### src/rtl/div_tick_timer.sv
// div_tick_timer: turns the divided clock into tick strobes on the fast clock
// and counts them in a programmable down-counter with one-shot/auto-reload
// expiry, a one-cycle expire strobe and a sticky irq.
//
// state | meaning
// ------+----------------------------------------------
// IDLE  | counter parked, ticks still generated, busy=0
// RUN   | counter consumes ticks, busy=1
module div_tick_timer #(
  parameter int WIDTH     = 8,
  parameter int EDGE_MODE = 0
) (
  input  logic             clk,
  input  logic             rstn,
  input  logic             clk_div,
  input  logic             start,
  input  logic             stop,
  input  logic             auto_reload,
  input  logic [WIDTH-1:0] load_val,
  input  logic             irq_ack,
  output logic             tick,
  output logic [WIDTH-1:0] count,
  output logic             busy,
  output logic             expire,
  output logic             irq
);

  typedef enum logic {
    IDLE = 1'b0,
    RUN  = 1'b1
  } state_t;

  state_t           state_q, state_d;
  logic             clk_div_q, clk_div_d;
  logic             tick_q, tick_d;
  logic [WIDTH-1:0] count_q, count_d;
  logic             busy_q, busy_d;
  logic             expire_q, expire_d;
  logic             irq_q, irq_d;

  // Edge detect: clk_div is already synchronous to clk, so one history flop suffices.
  always_comb begin
    clk_div_d = clk_div;
    if (EDGE_MODE != 0) begin
      tick_d = clk_div ^ clk_div_q;
    end else begin
      tick_d = clk_div & ~clk_div_q;
    end
  end

  // Next-state, counter and strobe logic; the FSM consumes the registered tick.
  always_comb begin
    state_d  = state_q;
    count_d  = count_q;
    expire_d = 1'b0;
    case (state_q)
      IDLE: begin
        if (start && !stop) begin
          count_d = load_val;
          state_d = RUN;
        end
      end
      RUN: begin
        if (stop) begin
          state_d = IDLE;
        end else if (start) begin
          // restart has priority over a coincident tick
          count_d = load_val;
        end else if (tick_q) begin
          if (count_q != '0) begin
            count_d = count_q - {{(WIDTH-1){1'b0}}, 1'b1};
          end else begin
            expire_d = 1'b1;
            if (auto_reload) begin
              count_d = load_val;
            end else begin
              state_d = IDLE;
            end
          end
        end
      end
      default: begin
        state_d = IDLE;
      end
    endcase
    // busy decodes the next state so it drops in the same cycle as a one-shot expire
    busy_d = (state_d == RUN);
    // a new expiry outranks a simultaneous acknowledge
    irq_d  = expire_d | (irq_q & ~irq_ack);
  end

  // State and output registers, all cleared asynchronously.
  always_ff @(posedge clk or negedge rstn) begin
    if (!rstn) begin
      state_q   <= IDLE;
      clk_div_q <= 1'b0;
      tick_q    <= 1'b0;
      count_q   <= '0;
      busy_q    <= 1'b0;
      expire_q  <= 1'b0;
      irq_q     <= 1'b0;
    end else begin
      state_q   <= state_d;
      clk_div_q <= clk_div_d;
      tick_q    <= tick_d;
      count_q   <= count_d;
      busy_q    <= busy_d;
      expire_q  <= expire_d;
      irq_q     <= irq_d;
    end
  end

  assign tick   = tick_q;
  assign count  = count_q;
  assign busy   = busy_q;
  assign expire = expire_q;
  assign irq    = irq_q;

endmodule

### config.mk
export PLATFORM = sky130hd
export DESIGN_NAME = div_tick_timer
export DESIGN_NICKNAME = d
export VERILOG_FILES = /design/src/rtl/div_tick_timer.sv
export SDC_FILE = /design/constraint.sdc
export NUM_CORES = 1
export LEC_CHECK = 0
export CORE_MARGIN = 2
export CORE_UTILIZATION = 47
export DETAILED_ROUTE_END_ITERATION = 6
export GPL_ROUTABILITY_DRIVEN = 0
export GPL_TIMING_DRIVEN = 0
export PLACE_DENSITY = 0.83
export SLEW_MARGIN = 30
export SYNTH_ARGS = -nofsm -noshare
export SYNTH_HDL_FRONTEND = slang
export SYNTH_SLANG_ARGS = --single-unit
### constraint.sdc
create_clock -name clk -period 3.2 [get_ports clk]
set_input_delay 0.48 -clock clk [delete_from_list [all_inputs] [get_ports clk]]
set_output_delay 0.48 -clock clk [all_outputs]
set_load 0.005 [all_outputs]
==> results by stage, run 1 <==
Setup path:
- In this run the worst setup path terminates at count[5]$_DFFE_PN0P_.
- At the worst endpoint, the required time is between 3 and 4 ns.
- The worst-path maximum fanout is 10.
- The cell with the largest stage delay on the worst path is dfrtp_1.
- STA classifies the critical path startpoint as a register.
- The critical path data arrival time is 2.14 ns.
- The register-to-register setup slack is 1.28 ns.
- Walking the worst path, the cells encountered are inv_1 -> ha_1 -> nor3b_1 -> a311oi_2 -> buf_6 -> a21boi_1 -> a2bb2oi_1.
- The endpoint type of the worst setup path is a register.
- The critical path is of the register to register type.
- In this run the critical register-to-register path is captured at count[5]$_DFFE_PN0P_.
- The startpoint of the worst register-to-register path is count[0]$_DFFE_PN0P_.
- Tracing the worst setup path back leads to its startpoint at count[0]$_DFFE_PN0P_.
- Counting cells, the worst reg-to-reg path comes to 7.
- In this design, the stage delay of the slowest critical-path cell is 0.45 ns.

Power:
- The total chip power is 0.4503 mW.
- The worst-case IR drop observed on VDD is about 0.31 mV.
- The leakage dissipation is roughly 0.43 nW.
- Power spread over the standard cell area amounts to between 400 and 500 nW/um2.

Yosys:
- Counting distinct cell types in the post-synthesis netlist gives 34.
- The sequential element share of the synthesized area is 42.28%.
- The average instance in the mapped netlist occupies 9.865 um2.
- Summing every instance area after synthesis gives between 700 and 800 um2.
- The post-synth net total is between 90 and 100.
- The number of enable-type register cells in the synthesized netlist is 0.
- The most used flip-flop cell after synthesis is dfrtp_1.
- Counting every instance in the synthesized netlist gives 78.
- The yosys synthesis warning count is 0.
- The flip-flop and latch count after synthesis is 13.
- After synthesis, the share of flip-flops with an asynchronous set or reset is 100.0%.

Global route:
- Global routing finished with a remaining overflow of 0.
- The initial antenna violation count is 0.
- Across every metal layer, demand over resource in global routing totals between 20 and 25%.
- The via count of the first global-routing pass is 712.
- The pin count of the biggest net entering global routing is 14.
- The first global-routing pass estimated 3077 um of wire.

STA:
- Adding up every negative setup slack in the final design gives 0 ns.
- The relative slew slack is 60.39%.
- Across the routed clock network, the largest skew measured is roughly 0.0042 ns.
- The number of pins with negative max-slew slack in the final report was 0.
- The setup slack of the critical path after layout is between 1 and 1.5 ns.
- The final critical path takes up between 60% and 70% of the cycle.
- The number of hold violations in the final report is 0.
- Setup violations remaining at the end of the flow were counted as 0.
- The worst path in the final design needs a cycle of 1.925 ns, including I/O delays and setup.
- Timing would allow up to between 500 and 600 MHz.
- The transition time at the pin with the least slew margin is 0.5922 ns.
- Setup repair after global routing left no endpoint under its margin.

Hold path:
- The worst hold path begins at clk_div_q$_DFF_PN0_.
- The worst min-delay path class is register to register.

Routing:
- The overall routed net length is 1840 um.
- The remaining routing DRC violations is 0.
- The via count normalized by instance count is 5.903.
- The detailed router finished its first iteration with 26 violations.
- The total via count in the routed design is approximately 730.
- In this run the remaining antenna-violating nets after routing total 0.
- In the final routed layout, each cell accounts on average for 14.84 um.
- The total iterations of the first detailed-routing run is 4.

Die:
- The die covers around 2000 um2.
- The floorplan step set the die width to approximately 44 um.
- The floorplan step set the die height to 44.46 um.
- The floorplan step defined a core boundary enclosing 1524 um2.
- The site row count is 14.
- The initial cell density of the core is between 50 and 60%.
- The number of top-level design ports is 27.

Clock network:
- In this run the deepest clock path goes through 2 buffers.
- The clock tree from TritonCTS is built.
- Clock latency on the worst-skew pair, taken at its later pin, is about 0.28 ns.
- CTS placed an instance of clkbuf_4 at the clock tree root.
- Clock tree synthesis inserted a total of 3 buffers.
- Once the clock tree was built, the resizer swapped 0 gates to a different size.
- CTS built an H-tree with a depth of 1.
- Buffers inserted to repair hold after CTS numbered 0.
- After clock tree synthesis, the setup repair step added 0 buffers.
- The clock drives 13 sinks.
- After clock tree synthesis, the clock-pin slew on the worst setup and hold paths is about 0.080 ns.

Run status:
- The run finished with clean final reports.

Placed design:
- The total half-perimeter wirelength after legalization and detailed placement is 1407 um.
- Input and output buffers added on the ports amount to 26.
- Before CTS, the worst setup slack after placement is 1.024 ns.
- The total placed instance area is 1050 um2.

Final layout:
- The post-layout instance area is 1076 um2.
- The final-stage net count is around 130.
- The number of fillers in the final layout is 118.
- The fraction of layout cells with a size suffix above 1 is 8.333%.
- The number of antenna diodes in the final layout is 0.
- Relative to the synthesized area, the layout overhead comes to 39.84%.
- The utilization of the core after routing is 70.61%.

Flow run:
- Across the run, the number of max-cap violations was 0.
cell type report:
cell class	instances	area, um2	share of cell area (%)
multi-input combinational	58	409.1	38.02
sequential	13	325.3	30.23
timing repair buffer	26	260.3	24.19
clock buffer	4	26.28	2.442
tap	16	20.02	1.860
inverter	5	18.77	1.744
buffer	2	16.27	1.512
cell usage after synthesis (3+ instances only):
library cell	instances	area, um2
a2bb2oi_1	5	43.79
o21ai_0	3	15.01
nor2_1	5	18.77
a21boi_1	4	30.03
nand2_1	5	18.77
a21oi_1	5	25.02
inv_1	5	18.77
dfrtp_1	13	325.3
where the power goes:
group | switching (mW) | internal (mW) | total, mW
Clock | 0.0574 | 0.0485 | 0.106
Combinational | 0.0483 | 0.0806 | 0.129
Sequential | 0.0323 | 0.183 | 0.216
Total | 0.138 | 0.312 | 0.450
kinds of logic (layout without fill, tap and decap cells):
logic type	Yosys count	after routing	synth area share (%)
compound gates	28	28	27.32
simple gates	26	26	19.84
flops	13	13	42.28
buf+inv	7	37	4.552
fa+ha+maj	2	2	3.252
mux	2	2	2.764
state kept, by name, indices dropped and copies added, names as in the netlist:
| signal | count |
|---|---|
| busy | 1 |
| irq | 1 |
| clk_div_q | 1 |
| tick | 1 |
| count | 8 |
| expire | 1 |
placed cells by master, fill, tap and decap left out, types with 2 or more instances in the layout:
master	count
clkdlybuf4s50_1	26
dfrtp_1	13
inv_1	5
nor2_1	5
nand2_1	5
a21oi_1	5
a2bb2oi_1	5
a21boi_1	4
o21ai_0	3
clkbuf_4	3
nor2b_1	2
nor3b_1	2
nand2b_1	2
o32ai_1	2
o22ai_1	2
nand3_1	2
ha_1	2
per-layer routing:
| metal | track usage, % | routed length (um) |
|---|---|---|
| met4 | 7.879 | 25 |
| met2 | 35.65 | 889 |
| met5 | 0 | 0 |
| met3 | 5.306 | 80 |
| met1 | 26.92 | 845 |
worst min path at each step:
stage                                 to  cells past startpoint
after floorplan           busy$_DFF_PN0_                      0
after global placement    tick$_DFF_PN0_                      1
after detailed placement  tick$_DFF_PN0_                      1
after CTS                 tick$_DFF_PN0_                      1
after global routing      tick$_DFF_PN0_                      1
final                     tick$_DFF_PN0_                      1
worst max-delay path: cells and delay by family, from the launching register on:
kind,cells,cell delay [ns]
simple gates,1,0.17
flops,1,0.45
fa+ha+maj,1,0.19
buf+inv,2,0.30
compound gates,3,0.74
metrics by stage:
step | hold WS (ns) | std cells
after floorplan | 0.1844 | 78
after global placement | 0.3861 | 120
after detailed placement | 0.3958 | 120
after CTS | 0.4066 | 124
after global routing | 0.4304 | 124
final | 0.4043 | 124
No activity file was read; power rests on OpenSTA's default activity.
==> inputs of run 2 (changes only) <==
- CORE_UTILIZATION: 47 -> 43
- PLACE_DENSITY: 0.83 -> 0.77
- clock period: 3.2 -> 1.8 ns (I/O delays scaled with it)
==> results by stage, run 2 (synthesis gave the netlist of run 1 again) <==
Power:
- The power per unit of standard cell area is 721.2 nW/um2 (+72%).
- The leakage dissipation came to 0.4649 nW (+8.7%).
- The maximum VDD drop is 0.6190 mV (+100%).

Placed design:
- The cell total after placement is 129 (+7.5%).
- The number of buffers added on ports is 26 (unchanged).
- The total half-perimeter wirelength after legalization and detailed placement is 1414 um (+0.48%).
- The pre-CTS worst setup slack came to -0.1503 ns (-1.175 ns).

STA:
- The transition time at the pin with the least slew margin is 0.5988 ns (+0.006617 ns).
- The final number of setup-violating endpoints is 0 (unchanged).
- The setup slack of the critical path after layout is 0.04576 ns (-1.229 ns).
- The number of hold violations in the final report was 0 (unchanged).
- The number of pins with negative max-slew slack in the final report came to 0 (unchanged).
- The timing-limited maximum frequency is 570.0 MHz (+9.7%).
- The relative slew slack is 59.95% (-0.44 points).
- The final period utilization was 97.46% (+37 points).
- The final critical-path required period was 1.754 ns (-0.1707 ns).
- The final worst clock skew is 0.002879 ns (-0.001341 ns).
- Setup repair after global routing could not meet its margin everywhere.

Clock network:
- The number of buffers inserted during clock tree synthesis was 3 (unchanged).
- The later-pin clock latency in the skew report came to 0.28 ns (about the same).
- The clock tree from TritonCTS is built.
- The root buffer cell is clkbuf_4.
- The clock edge transition at the registers on the reported setup and hold paths came to 0.08 ns (about the same).
- The maximum clock insertion buffer count was 2 (unchanged).
- The number of buffers added to fix hold violations after cts is 0 (unchanged).
- The total clock sinks is 13 (unchanged).
- The H-tree depth reported by CTS is 1 (unchanged).

Routing:
- The remaining routing DRC violations is 0 (unchanged).
- The number of nets with antenna violations after detailed routing was 0 (unchanged).
- The total iterations of the first detailed-routing run was 4 (unchanged).
- The final routed wire length divided by cell count is 15.06 um (+1.5%).
- The overall routed net length is 2108 um (+15%).
- The via count normalized by instance count was 5.507 (-6.7%).
- The number of violations reported at the end of detailed-routing iteration 0 was 7 (-73%).
- The total via count in the routed design came to 771 (+5.3%).

Die:
- The chip width is 46.30 um (+4.1%).
- The die footprint is 2144 um2 (+8.4%).
- The site row count is 15 (+1).
- The die height is 46.30 um (+4.1%).
- The initial cell density of the core is 45.05% (-5.4 points).
- The number of top-level design ports was 27 (unchanged).
- The standard cell core area is 1708 um2 (+12%).

Final layout:
- From synthesis to final layout, the design area changed by 50.73%.
- The final-stage net count is 133 (+5.6%).
- The flip-flop count of the largest register, all copies and words added was 8 (unchanged).
- Leaving out fill and tap cells, the most frequent cell in the layout is clkdlybuf4s50_1.
- The filler-free cell count of the finished design is 140 (+13%).
- The count of antenna diodes in the layout is 0 (unchanged).
- Leaving out fill and tap cells, the most frequent cells in the layout are 26 x clkdlybuf4s50_1, 12 x dfrtp_1, 7 x buf_4.
- The combined flip-flop and latch cell area is 326.6 um2 (+0.38%).
- The fraction of layout cells with a size suffix above 1 is 18.26% (+9.9 points).
- The multi-input gate area in the final layout was 427.9 um2 (+4.6%).
- The number of fillers in the final layout is 129 (+9.3%).

Global route:
- The wire length of the first global-routing pass is 3222 um (+4.7%).
- The global-route congestion overflow total is 0 (unchanged).
- The pin count of the biggest net entering global routing is 14 (unchanged).
- The via count of the first global-routing pass is 714 (+0.28%).
- The total track usage was 21.76% (+0.24 points).
- The initial antenna violation count is 0 (unchanged).

Setup path:
- The required time of the critical path is 2.02 ns (-1.39 ns).
- The critical path data arrival time is 1.98 ns (-0.16 ns).
- STA classifies the critical path startpoint as a register.
- The kind of critical path is register to register.
- The worst-path maximum fanout was 3 (-7).
- The endpoint type of the worst setup path is a register.

Flow run:
- The number of max-capacitance violations reported is 0 (unchanged).

Run status:
- The flow ran to the end, and the final reports show no timing, DRC or antenna violations.

Hold path:
- The tightest min-delay check is of the input port to asynchronous set/reset pin type.
-- run 2: cell count changes in the layout (fill, tap and decap cells not counted), sizes merged --
| cell | delta |
|---|---|
| buf | +7 |
-- run 2: path summary, 6_finish.rpt --
check	startpoint	to	slack [ns]	cells after the start
setup / recovery	count[0]$_DFFE_PN0P_	count[4]$_DFFE_PN0P_	0.05	7
hold / removal	rstn	count[1]$_DFFE_PN0P_	0.36	1
setup reg to reg	count[0]$_DFFE_PN0P_	count[4]$_DFFE_PN0P_	0.05	7
hold reg to reg	clk_div_q$_DFF_PN0_	tick$_DFF_PN0_	0.40	1
max in group asynchronous	rstn	count[0]$_DFFE_PN0P_	1.02	1
min in group clk	clk_div_q$_DFF_PN0_	tick$_DFF_PN0_	0.40	1
-- run 2: layout make-up --
| cell class | instances | area share (%) |
|---|---|---|
| multi-input combinational | 58 | 36.89 |
| clock buffer | 4 | 2.265 |
| inverter | 5 | 1.618 |
| buffer | 2 | 1.402 |
| timing repair buffer | 33 | 26.97 |
| tap | 25 | 2.697 |
| sequential | 13 | 28.16 |
-- run 2: what timing repair did --
action / CTS / global route
endpoints found under the setup margin: 9 / 5
pin swaps: 1 / 2
gates cloned: 0 / 0
setup buffers: 6 / 1
gates resized for setup: 2 / 3
-- run 2: through the flow --
step / util [%] / setup TNS [ns] / hold WS (ns) / instance area [um2] / power [mW]
floorplan: - / 0 / -0.02559 / 769.5 / 0.4837
global placement: 62.12 / -0.8842 / 0.3847 / 1061 / 0.6123
detailed placement: 62.12 / -0.8836 / 0.3929 / 1061 / 0.6191
CTS: 66.67 / 0 / 0.3781 / 1139 / 0.8264
global route: 67.91 / -0.07914 / 0.4238 / 1160 / 0.8795
finish: 67.91 / 0 / 0.3574 / 1160 / 0.8364
-- run 2: per-layer routing --
metal	global-route usage, %	part of all wire, %	vias to the layer above
met5	0	0	-
met4	9.714	2.6	0
met3	4.706	3.3	7
met2	35.56	50	21
met1	27.25	44	376
li1	-	-	367
-- run 2: power by group --
part / total (mW) / internal, mW / switching (mW)
Combinational: 0.268 / 0.165 / 0.103
Sequential: 0.379 / 0.326 / 0.0525
Clock: 0.189 / 0.0862 / 0.103
Total: 0.836 / 0.578 / 0.259
-- run 2: critical path: stages, from the launching register on --
cell	delay, ns
dfrtp_2	0.37
inv_1	0.06
ha_1	0.19
nor3b_2	0.17
a311oi_2	0.40
buf_4	0.18
a21boi_1	0.19
a2bb2oi_2	0.14
